`src/rtl/bus_sync_hs_pkg.sv`:
```
// Shared types and default sizes for the toggle-handshake bus synchronizer.
// Imported by the synchronizer top and anything that inspects its FSM.
package bus_sync_hs_pkg;

    typedef enum logic {
        ST_IDLE = 1'b0,
        ST_PEND = 1'b1
    } hs_state_t;

    localparam int DEF_NUM_STAGES = 2;
    localparam int DEF_BUS_WIDTH  = 8;

endpackage : bus_sync_hs_pkg

```
`src/rtl/bus_sync_hs_bit_sync.sv`:
```
// N-stage single-bit synchronizer with asynchronous active-low reset.
// Generic building block; only the MSB of the chain is safe to use downstream.
module bit_sync #(
    parameter int NUM_STAGES = 2
) (
    input  logic i_clk,
    input  logic i_rst_n,
    input  logic i_d,
    output logic o_q
);

    logic [NUM_STAGES-1:0] r_chain;

    // shift the asynchronous input through the metastability chain
    always_ff @(posedge i_clk or negedge i_rst_n) begin
        if (!i_rst_n) begin
            r_chain <= '0;
        end else begin
            r_chain <= {r_chain[NUM_STAGES-2:0], i_d};
        end
    end

    assign o_q = r_chain[NUM_STAGES-1];

endmodule : bit_sync

```
`src/rtl/bus_sync_hs.sv`:
```
// Destination-side toggle req/ack bus synchronizer with consumer backpressure.
// The word is captured directly from UNSYNC_BUS once the request toggle has settled.
module bus_sync_hs
    import bus_sync_hs_pkg::*;
#(
    parameter int NUM_STAGES = DEF_NUM_STAGES,
    parameter int BUS_WIDTH  = DEF_BUS_WIDTH
) (
    input  logic                 CLK,
    input  logic                 RST,
    input  logic [BUS_WIDTH-1:0] UNSYNC_BUS,
    input  logic                 BUS_REQ,
    input  logic                 DST_READY,
    output logic [BUS_WIDTH-1:0] SYNC_BUS,
    output logic                 ENABLE_PULSE,
    output logic                 BUS_ACK,
    output logic                 PROTO_ERR
);

    logic                 w_req_s;
    hs_state_t            r_state;
    logic                 r_req_seen;
    logic                 r_req_pend;
    logic [BUS_WIDTH-1:0] r_sync_bus;
    logic                 r_pulse;
    logic                 r_ack;
    logic                 r_err;

    bit_sync #(
        .NUM_STAGES (NUM_STAGES)
    ) u_req_sync (
        .i_clk   (CLK),
        .i_rst_n (RST),
        .i_d     (BUS_REQ),
        .o_q     (w_req_s)
    );

    // handshake FSM: capture on a new request level, hand off when the consumer is ready
    always_ff @(posedge CLK or negedge RST) begin
        if (!RST) begin
            r_state    <= ST_IDLE;
            r_req_seen <= 1'b0;
            r_req_pend <= 1'b0;
            r_sync_bus <= '0;
            r_pulse    <= 1'b0;
            r_ack      <= 1'b0;
            r_err      <= 1'b0;
        end else begin
            r_pulse <= 1'b0;
            case (r_state)
                ST_IDLE: begin
                    if (w_req_s != r_req_seen) begin
                        r_sync_bus <= UNSYNC_BUS;
                        r_req_pend <= w_req_s;
                        r_state    <= ST_PEND;
                    end else begin
                        r_state    <= ST_IDLE;
                    end
                end
                ST_PEND: begin
                    // a further toggle before our ack is a source-side protocol breach
                    if (w_req_s != r_req_pend) begin
                        r_err <= 1'b1;
                    end else begin
                        r_err <= r_err;
                    end
                    if (DST_READY) begin
                        r_pulse    <= 1'b1;
                        r_ack      <= r_req_pend;
                        r_req_seen <= r_req_pend;
                        r_state    <= ST_IDLE;
                    end else begin
                        r_state    <= ST_PEND;
                    end
                end
                default: begin
                    r_state <= ST_IDLE;
                end
            endcase
        end
    end

    assign SYNC_BUS     = r_sync_bus;
    assign ENABLE_PULSE = r_pulse;
    assign BUS_ACK      = r_ack;
    assign PROTO_ERR    = r_err;

endmodule : bus_sync_hs
```
`config.mk`:
```
export PLATFORM = sky130hd
export DESIGN_NAME = bus_sync_hs
export DESIGN_NICKNAME = d
export VERILOG_FILES = /design/src/rtl/bus_sync_hs_pkg.sv /design/src/rtl/bus_sync_hs_bit_sync.sv /design/src/rtl/bus_sync_hs.sv
export SDC_FILE = /design/constraint.sdc
export NUM_CORES = 1
export LEC_CHECK = 0
export CAP_MARGIN = 20
export CORE_MARGIN = 2
export CORE_UTILIZATION = 43
export CTS_BUF_LIST = sky130_fd_sc_hd__clkbuf_4
export CTS_CLUSTER_SIZE = 16
export DETAILED_ROUTE_END_ITERATION = 6
export GPL_ROUTABILITY_DRIVEN = 0
export HOLD_SLACK_MARGIN = 0.08
export PLACE_DENSITY_LB_ADDON = 0.3
export SETUP_SLACK_MARGIN = 0.15
export SYNTH_ARGS = -nofsm -noshare
export SYNTH_HDL_FRONTEND = slang
export SYNTH_SLANG_ARGS = --single-unit
```
`constraint.sdc`:
```
create_clock -name CLK -period 1.6 [get_ports CLK]
set_input_delay 0.16 -clock CLK [delete_from_list [all_inputs] [get_ports CLK]]
set_output_delay 0.16 -clock CLK [all_outputs]
set_load 0.05 [all_outputs]
```
==> results.cfg <==
[cells_and_area]
diodes = 0
syn_to_final_growth_pct = 42.5
nets = 78
drive_gt1_share_pct = 38.5
final_common_cell = dfrtp_1
stdcell_count = 80
layout_common_cells = dfrtp_1 (14), buf_4 (12), clkdlybuf4s50_1 (11)

[die]
die_width_um = 40.8
initial_utilization_pct = 45.4
dieArea_um2 = 1670
die_h_um = 40.8
rows = 13
fp.coreArea_um2 = 1280
io_pins = 23

[worst_setup_path]
cp.arrival_ps = 1520
reg2reg_slack_ps = 240
crit_fanout = 8
path_cells = xor2_1, and2b_1, buf_4, mux2_4
worstSetupPathType = flop to flop
worst_ep_required_time_ps = 1760
end_kind = flop
critPathMaxStageDelay_ps = 420
crit_slowest_cell = dfrtp_1
critPathLaunchType = flop

[synthesis]
synth.distinct_cells = 11
ys_warn_count = 0
syn_nets = 50
ys_seq_area_share_pct = 64.4
syn-cell-area_um2 = 583
synth_top_cell_by_area = dfrtp_1
synth-seq-cells = 15
syn_area_per_cell_um2 = 15.3
synth_top_area_share_pct = 64.4
yosys-top-cells-area = dfrtp_1 (64%), mux2_4 (21%), xor2_1 (3.0%), o21ai_0 (2.6%), buf_6 (1.9%)
syn_inst = 38

[clock_tree]
cts_buffers = 3
clk_pin_slew_ps = 80
clockBufferDepth = 2
worstSkewPairLatency_ps = 270
cts_tree = yes
clock_sinks = 15
post_cts_buffers = 0
cts-root-buf = clkbuf_4
h-tree-depth = 1

[timing]
fin_crit_ps = 1360
setup_slack_ps = 236
finalHoldViolations = 0
finClkSkew_ps = 0.417
relSlewSlack_pct = 67.8
rsz0062_at_grt = no
slew_violations = 0
tns_ps = 0
worst_pin_slew_ps = 484
setup_viol = 0
finalCritPeriodShare_pct = 85.3
fmax_mhz = 733

[grt]
antenna_found_initial = 0
gr-total-overflow = 0
grt_pass1_wl_um = 1630
grt_pass1_vias = 373
grt_start_max_net_pins = 9
grt_use_total_pct = 15.1

[placement]
placed_cells = 76
port_buffers = 22
preCtsSetupSlack_ps = 240
dpl.hpwl_um = 830

[drt]
drc = 0
drtIter0Drc = 3
wirelength_um = 1030
drtAntennaViolNets = 0
via_per_inst = 4.75
avgRoutedWirePerCell_um = 12.9
dr.pass1.iters = 2
vias = 380

[hold_path]
min_path_type = input pin to async pin

[power_and_ir_drop]
ir_worst_vdd_mv = 1.22
power.density_nw_per_um2 = 2340
p_leak_uw = 0.000392

[job]
maxCapViolations = 0

[run_status]
outcome = complete, no violations
-- worst paths after layout --
check	end	depth (start not counted)	from
worst min-delay path	PROTO_ERR	1	RST
max in group asynchronous	BUS_ACK	2	RST
min in group CLK	u_req_sync.r_chain[0]	1	BUS_REQ
worst max-delay path	SYNC_BUS[7]	4	u_req_sync.r_chain[1]
worst min register to register	u_req_sync.r_chain[1]	0	u_req_sync.r_chain[0]
worst max register to register	SYNC_BUS[7]	4	u_req_sync.r_chain[1]
-- final cells by class --
class	instances	area (µm²)
Clock buffer	4	30.0
Fill cell	106	454
Inverter	1	3.75
Multi-Input combinational cell	21	193
Sequential cell	15	377
Tap cell	15	18.8
Timing Repair Buffer	24	209
-- timing repair --
action                     CTS  global route
setup endpoints to repair    1             0
resized for setup            1             0
hold buffers                 0             0
-- kinds of logic after synthesis --
family,share of synthesized area [%]
compound gates,3.86
xor+xnor,3.00
buf+inv,2.57
flops,64.4
mux,20.6
simple gates,5.58
-- stage by stage --
stage	hold slack, ps	utilization [%]	area, µm²	total power [µW]
2_1_floorplan	-136	-	584	1440
3_3_place_gp	337	62.4	802	1720
3_5_place_dp	339	62.4	802	1740
4_1_cts	176	64.7	831	1960
5_1_grt	171	64.7	831	2060
6_report	166	64.7	831	1940
-- sequential cells by signal, summed over array words and instances, names as in the netlist --
signal / flops
r_state: 1
u_req_sync.r_chain: 2
ENABLE_PULSE: 1
r_req_pend: 1
PROTO_ERR: 1
SYNC_BUS: 8
BUS_ACK: 1
-- synth_stat cells (all sizes together) --
cell type and n:
and2b 1, o21ai 3, nand2 2, buf 1, nor2 3, dfrtp 15, inv 1, a21o 1
mux2 8, and2 1, xor2 2
-- per-layer routing --
layer / part of all wire, % / GRT usage [%] / vias to the layer above
met5: 0 / 0 / -
met4: 0 / 2.50 / 0
met3: 5.6 / 4.89 / 0
met2: 52 / 23.0 / 12
met1: 43 / 21.0 / 188
li1: - / - / 180
-- critical path, delay by kind of cell (launching register included) --
family        cells  cell delay [ps]
flops             1              420
simple gates      1              140
mux               1              310
buf+inv           1              190
xor+xnor          1              190
-- power breakdown --
part,total (µW),leakage (µW),switching (µW),internal (µW)
combinational,1080,0.000203,637,441
sequential,645,0.000171,112,534
clock,220,0.0000184,107,113
total,1940,0.000392,856,1090
(Power assumes the default switching activity.)
==> variant: new RTL, config.mk and constraints unchanged <==
`DEF_BUS_WIDTH`: 8 -> 12.
--- a/src/rtl/bus_sync_hs_pkg.sv
+++ b/src/rtl/bus_sync_hs_pkg.sv
@@ -9,5 +9,5 @@
 
     localparam int DEF_NUM_STAGES = 2;
-    localparam int DEF_BUS_WIDTH  = 8;
+    localparam int DEF_BUS_WIDTH  = 12;
 
 endpackage : bus_sync_hs_pkg
Ports: changed (resized SYNC_BUS and UNSYNC_BUS); port bits go from 23 to 31. The function was not compared with the original's and may differ.
==> variant against the unedited design <==
Total power grew 32%; via count grew 27%; sequential share of layout area shrank 0.56 points; routed wire length grew 31%; highest routed layer unchanged; largest power group unchanged; sequential power grew 29%; final area grew 28%; synthesized area grew 28%; sequential cell count grew 4; worst setup slack lost 0.012 ns; hold slack gained 0.014 ns.
==> variant: results (changes against the unedited design) <==
* Tot GR Track Use at 0.145 (-0.00545)
* DR vias at 481 (+27%)
* Static Leakage at 0.497 nW (+27%)
* Post-synth cell types at 13 (+2)
* Final Util at 0.637 (-0.00909)
* Worst IR Drop VDD at 0.00137 V (+12%)
* Post-Syn Area per Cell at 16.2 um2 (+5.8%)
* Place WS at 0.168 ns (-0.0717 ns)
* Root Driver: clkbuf_4
* Placed cell areas at 1020 um2 (+27%)
* Critical Path AT at 1.56 ns (+0.04 ns)
* Post-synth top cells: dfrtp_1 (19), mux2_4 (10), nor2_1 (3), o21ai_0 (3)
* Clk_skew at 0.00231 ns (+0.00189 ns)
* DP HPWL at 1.01 mm (+22%)
* Layout cells sized above 1 at 0.420 (+0.0351)
* WL/cell at 13.8 um (+7.2%)
* Cells after DPL at 93 (+22%)
* Clk pin slew, worst setup/hold paths at 0.10 ns (+0.02 ns)
* Syn_nets at 62 (+24%)
* First-pass GRT wire length at 1.99 mm (+22%)
* Max reg flops at 12 (+4)
* Synth Area in Compound Gates at 0.0302 (-0.00848)
* Synth Area in XOR/XNOR at 0.0235 (-0.00659)
* I/O Buffers at 30 (+36%)
* Skew-Pair Late Insertion Delay at 0.29 ns (+0.02 ns)
* Max clock buf depth at 2 (unchanged)
* ANT cells at 0 (unchanged)
* Sequential share of the synthesized area at 0.637 (-0.00726)
* Synth top area cells: dfrtp_1 (64%), mux2_4 (20%), buf_12 (2.7%)
* Worst-path maximum fanout at 6 (-2)
* Tightest Pin Transition at 0.486 ns (+0.00211 ns)
* Mux contribution to synthesized area at 0.231 (+0.0251)
* Final #Nets at 98 (+26%)
* Status: complete, no violations
* Adder-Cell Fraction of Synth Area at 0 (unchanged)
* Via/cell ratio at 4.91 (+3.3%)
* Number of global-route vias before repair at 459 (+23%)
* Largest net degree at the start of global routing at 20 (+11)
-- variant: path summary, 6_finish.rpt --
| check | end | slack [ns] | depth (start not counted) | startpoint |
|---|---|---|---|---|
| hold / removal | SYNC_BUS[9] | 0.18 | 2 | RST |
| min in group CLK | u_req_sync.r_chain[0] | 0.30 | 1 | BUS_REQ |
| max in group asynchronous | BUS_ACK | 1.21 | 2 | RST |
| setup reg to reg | SYNC_BUS[8] | 0.22 | 3 | u_req_sync.r_chain[1] |
| setup / recovery | SYNC_BUS[8] | 0.22 | 3 | u_req_sync.r_chain[1] |
| hold reg to reg | u_req_sync.r_chain[1] | 0.36 | 0 | u_req_sync.r_chain[0] |
-- variant: layout make-up --
type	count	area (um2)
clock buffer	3	22.5
clock inverter	1	5.00
fill	134	606
inverter	1	3.75
multi-input combinational	26	264
sequential	19	477
tap	17	21.3
timing repair buffer	31	272
-- variant: worst max-delay path, stage by stage, from the launching register on --
cell     delay (ns)
dfrtp_1        0.44
xor2_2         0.21
and2b_2        0.30
mux2_4         0.32
-- variant: power breakdown --
| part | switching [mW] | internal (mW) |
|---|---|---|
| Combinational | 0.892 | 0.603 |
| Sequential | 0.146 | 0.687 |
| Clock | 0.137 | 0.0930 |
| Total | 1.17 | 1.38 |
-- variant: logic make-up (layout without fill, tap and decap cells) --
kind of cell              Yosys count  after routing
muxes                              12             12
xor gates and xnor gates            2              2
and+or+nand+nor                     7              8
DFF                                19             19
AOI/OAI and AO/OA                   4              4
buffers and inverters               2             36
-- variant: per-layer routing --
layer,up-vias,track usage,share of wire
met5,-,0,0
met4,0,0.0706,0
met3,0,0.0595,0.050
met2,18,0.231,0.53
met1,238,0.168,0.42
li1,225,-,-
-- variant: timing repair --
action	CTS	global route
setup endpoints to repair	1	12
cloned	0	1
resized for setup	1	2
